--- config.mk ---
export PLATFORM = sky130hd
export DESIGN_NAME = stim_sequencer
export DESIGN_NICKNAME = d
export VERILOG_FILES = /design/src/rtl/stim_pkg.sv /design/src/rtl/stim_mem.sv /design/src/rtl/stim_sequencer.sv
export SDC_FILE = /design/constraint.sdc
export NUM_CORES = 1
export LEC_CHECK = 0
export CAP_MARGIN = 20
export CORE_MARGIN = 2
export CORE_UTILIZATION = 50
export CTS_BUF_LIST = sky130_fd_sc_hd__clkbuf_8 sky130_fd_sc_hd__clkbuf_16
export CTS_CLUSTER_SIZE = 30
export DETAILED_ROUTE_END_ITERATION = 7
export GPL_TIMING_DRIVEN = 0
export PLACE_DENSITY = 0.76
export RECOVER_POWER = 25
export SLEW_MARGIN = 20
export SYNTH_ARGS = -nofsm -noshare
export SYNTH_HDL_FRONTEND = slang
export SYNTH_HIERARCHICAL = 1
export SYNTH_SLANG_ARGS = --single-unit
--- constraint.sdc ---
create_clock -name clk -period 10 [get_ports clk]
set_clock_uncertainty 0.15 [all_clocks]
set_input_delay 2.5 -clock clk [delete_from_list [all_inputs] [get_ports clk]]
set_output_delay 2.5 -clock clk [all_outputs]
set_load 0.03 [all_outputs]
--- src/rtl/stim_pkg.sv ---
// Shared types and helpers for the stimulus replay engine.
package stim_pkg;

    // Default geometry of the replay table.
    localparam int DEF_DATA_W = 38;
    localparam int DEF_DEPTH  = 16;
    localparam int DEF_REP_W  = 8;
    localparam int DEF_LOOP_W = 16;

    // Sequencer states.
    typedef enum logic [1:0] {
        IDLE = 2'd0,
        RUN  = 2'd1,
        DONE = 2'd2
    } state_e;

    // One table entry at the default widths; the repeat count sits above the
    // data so that a stored word is simply {rep, data}.
    typedef struct packed {
        logic [DEF_REP_W-1:0]  rep;
        logic [DEF_DATA_W-1:0] data;
    } entry_t;

    // Index width for a table of the given depth (at least one bit).
    function automatic int pc_width(input int depth);
        return (depth < 2) ? 1 : $clog2(depth);
    endfunction

endpackage

--- src/rtl/stim_mem.sv ---
// Replay table storage: one synchronous write port and one registered read
// port. The array itself is never reset; only the read register is.
module stim_mem
    import stim_pkg::*;
#(
    parameter int WIDTH = DEF_REP_W + DEF_DATA_W,
    parameter int DEPTH = DEF_DEPTH,
    parameter int AW    = pc_width(DEF_DEPTH)
) (
    input  logic             clk,
    input  logic             reset,
    input  logic             wr_en,
    input  logic [AW-1:0]    wr_addr,
    input  logic [WIDTH-1:0] wr_data,
    input  logic             rd_en,
    input  logic [AW-1:0]    rd_addr,
    output logic [WIDTH-1:0] rd_data
);

    logic [WIDTH-1:0] mem [DEPTH];

    // Table write; no reset so contents survive a reset of the sequencer.
    always_ff @(posedge clk) begin
        if (wr_en) begin
            mem[wr_addr] <= wr_data;
        end
    end

    // Registered read; a read in the same cycle as a write to the same
    // index returns the old contents.
    always_ff @(posedge clk or negedge reset) begin
        if (!reset) begin
            rd_data <= '0;
        end else if (rd_en) begin
            rd_data <= mem[rd_addr];
        end
    end

endmodule

--- src/rtl/stim_sequencer.sv ---
// Stimulus replay engine: replays a programmed table of words toward a DUT
// over a ready/valid handshake, with per-entry repeats and one-shot or loop
// modes.
//
//  state | meaning
//  ------+-------------------------------------------------------------
//  IDLE  | not replaying; table writable; waiting for start
//  RUN   | presenting table entries on stim_out; writes rejected
//  DONE  | one-shot replay finished; done held; table writable
module stim_sequencer
    import stim_pkg::*;
#(
    parameter int DATA_W = DEF_DATA_W,
    parameter int DEPTH  = DEF_DEPTH,
    parameter int REP_W  = DEF_REP_W,
    parameter int PC_W   = pc_width(DEPTH),
    parameter int LOOP_W = DEF_LOOP_W
) (
    input  logic              clk,
    input  logic              reset,
    input  logic              wr_en,
    input  logic [PC_W-1:0]   wr_addr,
    input  logic [DATA_W-1:0] wr_data,
    input  logic [REP_W-1:0]  wr_rep,
    output logic              wr_err,
    input  logic [PC_W:0]     length,
    input  logic              mode_loop,
    input  logic              start,
    input  logic              stop,
    output logic [DATA_W-1:0] stim_out,
    output logic              stim_valid,
    input  logic              stim_ready,
    output logic [PC_W-1:0]   pc,
    output logic [LOOP_W-1:0] loop_cnt,
    output logic              busy,
    output logic              done
);

    localparam logic [PC_W:0] DEPTH_L = (PC_W+1)'(DEPTH);

    state_e                    state;
    logic [PC_W:0]             len_q;
    logic                      loop_q;
    logic [REP_W-1:0]          rep_cnt;
    logic [REP_W+DATA_W-1:0]   rd_word;
    logic [REP_W-1:0]          cur_rep;

    logic                      start_acc;
    logic                      xfer;
    logic                      entry_end;
    logic                      last_entry;
    logic                      wrap;
    logic                      finish;
    logic                      rd_en;
    logic                      wr_ok;
    logic [PC_W-1:0]           pc_nxt;
    logic [PC_W:0]             len_clamped;

    // The read register holds {rep, data} of the entry currently presented.
    assign cur_rep    = rd_word[REP_W+DATA_W-1 -: REP_W];
    assign stim_out   = rd_word[DATA_W-1:0];
    assign stim_valid = (state == RUN);
    assign busy       = (state == RUN);

    // Handshake decode and next table index; stop suppresses both start and
    // any transfer in the same cycle.
    always_comb begin
        start_acc   = start && !stop && (state != RUN) && (length != '0);
        xfer        = (state == RUN) && stim_ready && !stop;
        entry_end   = xfer && (rep_cnt == cur_rep);
        last_entry  = ({1'b0, pc} == (len_q - (PC_W+1)'(1)));
        wrap        = entry_end && last_entry && loop_q;
        finish      = entry_end && last_entry && !loop_q;
        len_clamped = (length > DEPTH_L) ? DEPTH_L : length;
        wr_ok       = wr_en && (state != RUN);

        pc_nxt = pc;
        if (start_acc) begin
            pc_nxt = '0;
        end else if (entry_end && !finish) begin
            pc_nxt = last_entry ? '0 : pc + PC_W'(1);
        end

        // On a one-shot finish no read is issued, so the last word stays on
        // stim_out.
        rd_en = start_acc || (entry_end && !finish);
    end

    stim_mem #(
        .WIDTH (REP_W + DATA_W),
        .DEPTH (DEPTH),
        .AW    (PC_W)
    ) u_mem (
        .clk     (clk),
        .reset   (reset),
        .wr_en   (wr_ok),
        .wr_addr (wr_addr),
        .wr_data ({wr_rep, wr_data}),
        .rd_en   (rd_en),
        .rd_addr (pc_nxt),
        .rd_data (rd_word)
    );

    // State transitions.
    always_ff @(posedge clk or negedge reset) begin
        if (!reset) begin
            state <= IDLE;
        end else if (stop) begin
            state <= IDLE;
        end else if (start_acc) begin
            state <= RUN;
        end else if (finish) begin
            state <= DONE;
        end
    end

    // Entry index and repeat counter.
    always_ff @(posedge clk or negedge reset) begin
        if (!reset) begin
            pc      <= '0;
            rep_cnt <= '0;
        end else begin
            pc <= pc_nxt;
            if (stop || start_acc || entry_end) begin
                rep_cnt <= '0;
            end else if (xfer) begin
                rep_cnt <= rep_cnt + REP_W'(1);
            end
        end
    end

    // Run configuration captured at start.
    always_ff @(posedge clk or negedge reset) begin
        if (!reset) begin
            len_q  <= '0;
            loop_q <= 1'b0;
        end else if (start_acc) begin
            len_q  <= len_clamped;
            loop_q <= mode_loop;
        end
    end

    // Completed-pass counter, saturating.
    always_ff @(posedge clk or negedge reset) begin
        if (!reset) begin
            loop_cnt <= '0;
        end else if (start_acc) begin
            loop_cnt <= '0;
        end else if (wrap && (loop_cnt != '1)) begin
            loop_cnt <= loop_cnt + LOOP_W'(1);
        end
    end

    // Done flag and write-rejection pulse.
    always_ff @(posedge clk or negedge reset) begin
        if (!reset) begin
            done   <= 1'b0;
            wr_err <= 1'b0;
        end else begin
            wr_err <= wr_en && (state == RUN);
            if (stop || start_acc) begin
                done <= 1'b0;
            end else if (finish) begin
                done <= 1'b1;
            end
        end
    end

endmodule

==> flow_summary.yaml <==
global_routing:
  grt_pass1_wl_mm: 113
  maximum_number_of_pins_on_one_net_before_global_route_repair: 65
  grt-ovfl-total: 0
  antenna_violations_before_repair: 8
  first_global_vias: 17200
  grt_total_usage_pct: 23.4
timing:
  final.hold.worst_slack_ps: 404
  tightest_slew_ps: 4140
  timing.max_slew.rel_slack_pct: -176
  setup_viol_count_final: 0
  postLayoutSetupSlackWorst_ps: 2950
  totalNegativeSetupSlack_ps: 0
  min_period_over_period_pct: 70.5
  final_worst_path_period_need_ps: 7050
  timing_max_transition_violations_final: 86
  finalHoldViolations: 0
  grt_setup_unrepaired: "no"
  fmax_mhz: 142
detailed_routing:
  antenna_violating_nets_post_route: 0
  via_per_inst: 6.23
  postRouteWirelength_mm: 75.7
  detail_route.first_pass.iterations: 5
  drcViolationCount: 0
  number_of_design_rule_violations_left_by_the_first_detailed_router_iteration: 1955
  num_vias: 16500
  post_drt_wl_per_cell_um: 28.6
logic_synthesis:
  synth_warnings: 6
  synth_top_area_share_pct: 69.4
  async_reset_ff_share_pct: 10.1
  synth_area_leader_cell: "sky130_fd_sc_hd__edfxtp_1"
  seq_area_frac_synth_pct: 76.0
  synth_enable_flop_cells: 736
  synthesis_stage_register_bit_count: 819
  synth_cell_types: 52
  synth.top_cells.by_area: "sky130_fd_sc_hd__edfxtp_1, sky130_fd_sc_hd__mux4_2, sky130_fd_sc_hd__dfrtp_1, sky130_fd_sc_hd__a221oi_2, sky130_fd_sc_hd__mux2i_1"
  post_synth_most_frequent_cells: "sky130_fd_sc_hd__edfxtp_1, sky130_fd_sc_hd__mux4_2, sky130_fd_sc_hd__dfrtp_1"
  mappedNetlistNets: 1532
  avgSynthCellArea_um2: 21.7
  netlist_area_before_placement_mm2: 0.0318
  post_synth_inst_count: 1466
  ys.flop_type: "sky130_fd_sc_hd__edfxtp_1"
  yosysMostFrequentCell: "sky130_fd_sc_hd__edfxtp_1"
final_layout:
  finalCoreUtilization_pct: 60.0
  layout-drive-gt1-share_pct: 25.4
  postLayoutCellArea_mm2: 0.0378
  fillerInstances: 4237
  final_nets: 1796
  area_delta_synth_final_pct: 18.7
power_and_ir_drop:
  power.share.switching_pct: 21.7
  vdd_drop_max_v: 0.000115
  switching_power_of_the_nets_mw: 1.53
  cellLeakagePower_nw: 12.1
  clock_power_share_pct: 40.1
  power-per-cell-area_mw_per_mm2: 187
  pwr-share-comb_pct: 5.3
  register_share_of_total_power_pct: 54.7
  internal-power_mw: 5.52
clock_tree:
  numCtsBuffers: 79
  cts_num_sinks: 819
  tritoncts: "done"
  hold_buffers: 0
  clock_root_buffer_master: "sky130_fd_sc_hd__clkbuf_16"
  clock_tree.buffer_depth: 3
  cts-resized-gates: 0
  clock_insertion_delay_worst_skew_ps: 640
  clk_transition_reported_paths_ps: 60
  number_of_buffers_inserted_to_repair_setup_after_cts: 0
  cts-htree-levels: 3
setup_path:
  slowest_stage: "sky130_fd_sc_hd__clkbuf_1"
  crit_chain: "clkbuf_1, clkbuf_1"
  timing.critical_path.slowest_cell_delay_ps: 2970
  cp_data_required_time_ps: 9600
  start_kind: "input port"
  crit-reg2reg-capture: "u_mem/rd_data[6]"
  crit_path_end_kind: "async pin"
  ff2ff_path_depth: 10
  crit_path_max_delay_family: "buffers and inverters"
  cp_num_buf_inv: 2
  worst_ep_arrival_time_ps: 6650
  highest_net_fanout_along_the_worst_path: 64
  timing.rr.start: "state[0]"
  setup.reg_to_reg.worst_slack_ps: 5430
  path_common_cell: "sky130_fd_sc_hd__clkbuf_1"
  crit_type: "in -> async"
floorplanning:
  ioPinCount: 124
  rows: 92
  dieArea_mm2: 0.0657
  floorplan.initialDensity_pct: 50.6
  core-area_mm2: 0.0630
  die_height_um: 256
  die_x_um: 256
run:
  drv_cap: 2
place:
  dp.final_hpwl_mm: 48.1
  post-place-ws_ps: 3080
  gp_congestion: 0.835
  portBuffers: 123
  dpl_cell_area_mm2: 0.0353
worst_hold_path:
  timing.hold.worst_endpoint: "len_q[4]"
  timing.hold.worst.start: "len_q[4]"
  whs_path_depth: 1
  worstHoldPathType: "reg -> reg"
run_status:
  run_status: "finished with violations"
  violations_in_the_final_reports: "max-capacitance violations, max-slew violations"
-- metal layers --
| layer | vias up | wire [um] | GRT usage (%) |
|---|---|---|---|
| met1 | 8699 | 29000 | 31.8 |
| met3 | 144 | 6950 | 4.63 |
| li1 | 6700 | - | - |
| met4 | 8 | 1910 | 7.57 |
| met5 | - | 55 | 0 |
| met2 | 942 | 37700 | 38.4 |
-- cells by family (layout without fill, tap and decap cells) --
group,count (synthesis),count (layout),synth area share [%]
other cells,0,5,0
fa+ha+maj,4,4,0.157
flops,819,819,76.0
buf+inv,84,414,1.90
compound gates,129,129,3.83
mux,230,230,14.6
simple gates,173,173,2.77
xor+xnor,27,27,0.743
-- worst max-delay path by stage --
stage,startpoint,endpoint,slack [ps],cells past startpoint
floorplan,wr_en,u_mem/mem[0][0],2990,3
global placement,wr_en,u_mem/mem[0][20],-1370,4
detailed placement,stop,u_mem/rd_data[14],3080,10
CTS,stop,u_mem/rd_data[16],3720,10
global route,reset,u_mem/rd_data[5],2010,2
finish,reset,u_mem/rd_data[15],2950,2
-- final cells by class --
| class | count | area (um^2) | share of cell area, % |
|---|---|---|---|
| timing repair buffer | 183 | 2290 | 6.06 |
| sequential | 819 | 24200 | 64.0 |
| clock inverter | 59 | 358 | 0.947 |
| clock buffer | 88 | 2110 | 5.59 |
| tap | 846 | 1060 | 2.80 |
| buffer | 78 | 583 | 1.54 |
| inverter | 6 | 22.5 | 0.0596 |
| antenna | 5 | 12.5 | 0.0331 |
| multi-input combinational | 563 | 7160 | 19.0 |
-- state kept, by name, summed over array words and instances, names as in the netlist --
| signal | count |
|---|---|
| wr_err | 1 |
| state | 2 |
| rep_cnt | 8 |
| loop_cnt | 16 |
| loop_q | 1 |
| u_mem/rd_data | 46 |
| len_q | 5 |
| u_mem/mem | 736 |
| pc | 4 |
-- placed cells by master, fill, tap and decap left out, types with 4 or more instances in the layout --
master                            instances
sky130_fd_sc_hd__o21ai_0                  4
sky130_fd_sc_hd__nor3_2                   4
sky130_fd_sc_hd__or3_1                    4
sky130_fd_sc_hd__a221oi_2                46
sky130_fd_sc_hd__mux4_1                  15
sky130_fd_sc_hd__xor2_1                  15
sky130_fd_sc_hd__buf_6                   28
sky130_fd_sc_hd__o31ai_1                  7
sky130_fd_sc_hd__clkinv_2                 9
sky130_fd_sc_hd__nand3b_1                 8
sky130_fd_sc_hd__xnor2_1                 12
sky130_fd_sc_hd__nand2_1                 25
sky130_fd_sc_hd__clkbuf_16               80
sky130_fd_sc_hd__or4_1                    7
sky130_fd_sc_hd__buf_12                   9
sky130_fd_sc_hd__dfrtp_1                 83
sky130_fd_sc_hd__ha_1                     4
sky130_fd_sc_hd__buf_4                   23
sky130_fd_sc_hd__buf_8                    6
sky130_fd_sc_hd__clkbuf_8                 8
sky130_fd_sc_hd__a21oi_1                 13
sky130_fd_sc_hd__diode_2                  5
sky130_fd_sc_hd__clkinv_1                17
sky130_fd_sc_hd__inv_6                    4
sky130_fd_sc_hd__nor2_4                  12
sky130_fd_sc_hd__clkbuf_1                30
sky130_fd_sc_hd__inv_1                   28
sky130_fd_sc_hd__nor2_1                  64
sky130_fd_sc_hd__nand4_1                  7
sky130_fd_sc_hd__buf_2                   17
sky130_fd_sc_hd__nand2b_1                 7
sky130_fd_sc_hd__o22ai_1                 46
sky130_fd_sc_hd__dlygate4sd3_1           26
sky130_fd_sc_hd__edfxtp_1               736
sky130_fd_sc_hd__buf_16                  25
sky130_fd_sc_hd__nand3_1                  8
sky130_fd_sc_hd__mux2i_1                 46
sky130_fd_sc_hd__clkdlybuf4s50_1         96
sky130_fd_sc_hd__mux4_2                 169
-- power groups by stage --
stage          clock [mW]  combinational (mW)  sequential, mW
2_1_floorplan           0               0.118            3.97
3_3_place_gp            0               0.339            3.93
3_5_place_dp            0               0.374            3.93
4_1_cts              2.87               0.379            3.86
5_1_grt              2.99               0.397            3.86
6_report             2.82               0.372            3.85
-- stage by stage --
step | cells | power, mW
floorplan | 1466 | 4.09
global placement | 2435 | 4.27
detailed placement | 2495 | 4.30
CTS | 2642 | 7.10
global route | 2643 | 7.25
finish | 2647 | 7.05
No activity file was read; power rests on OpenSTA's default activity.
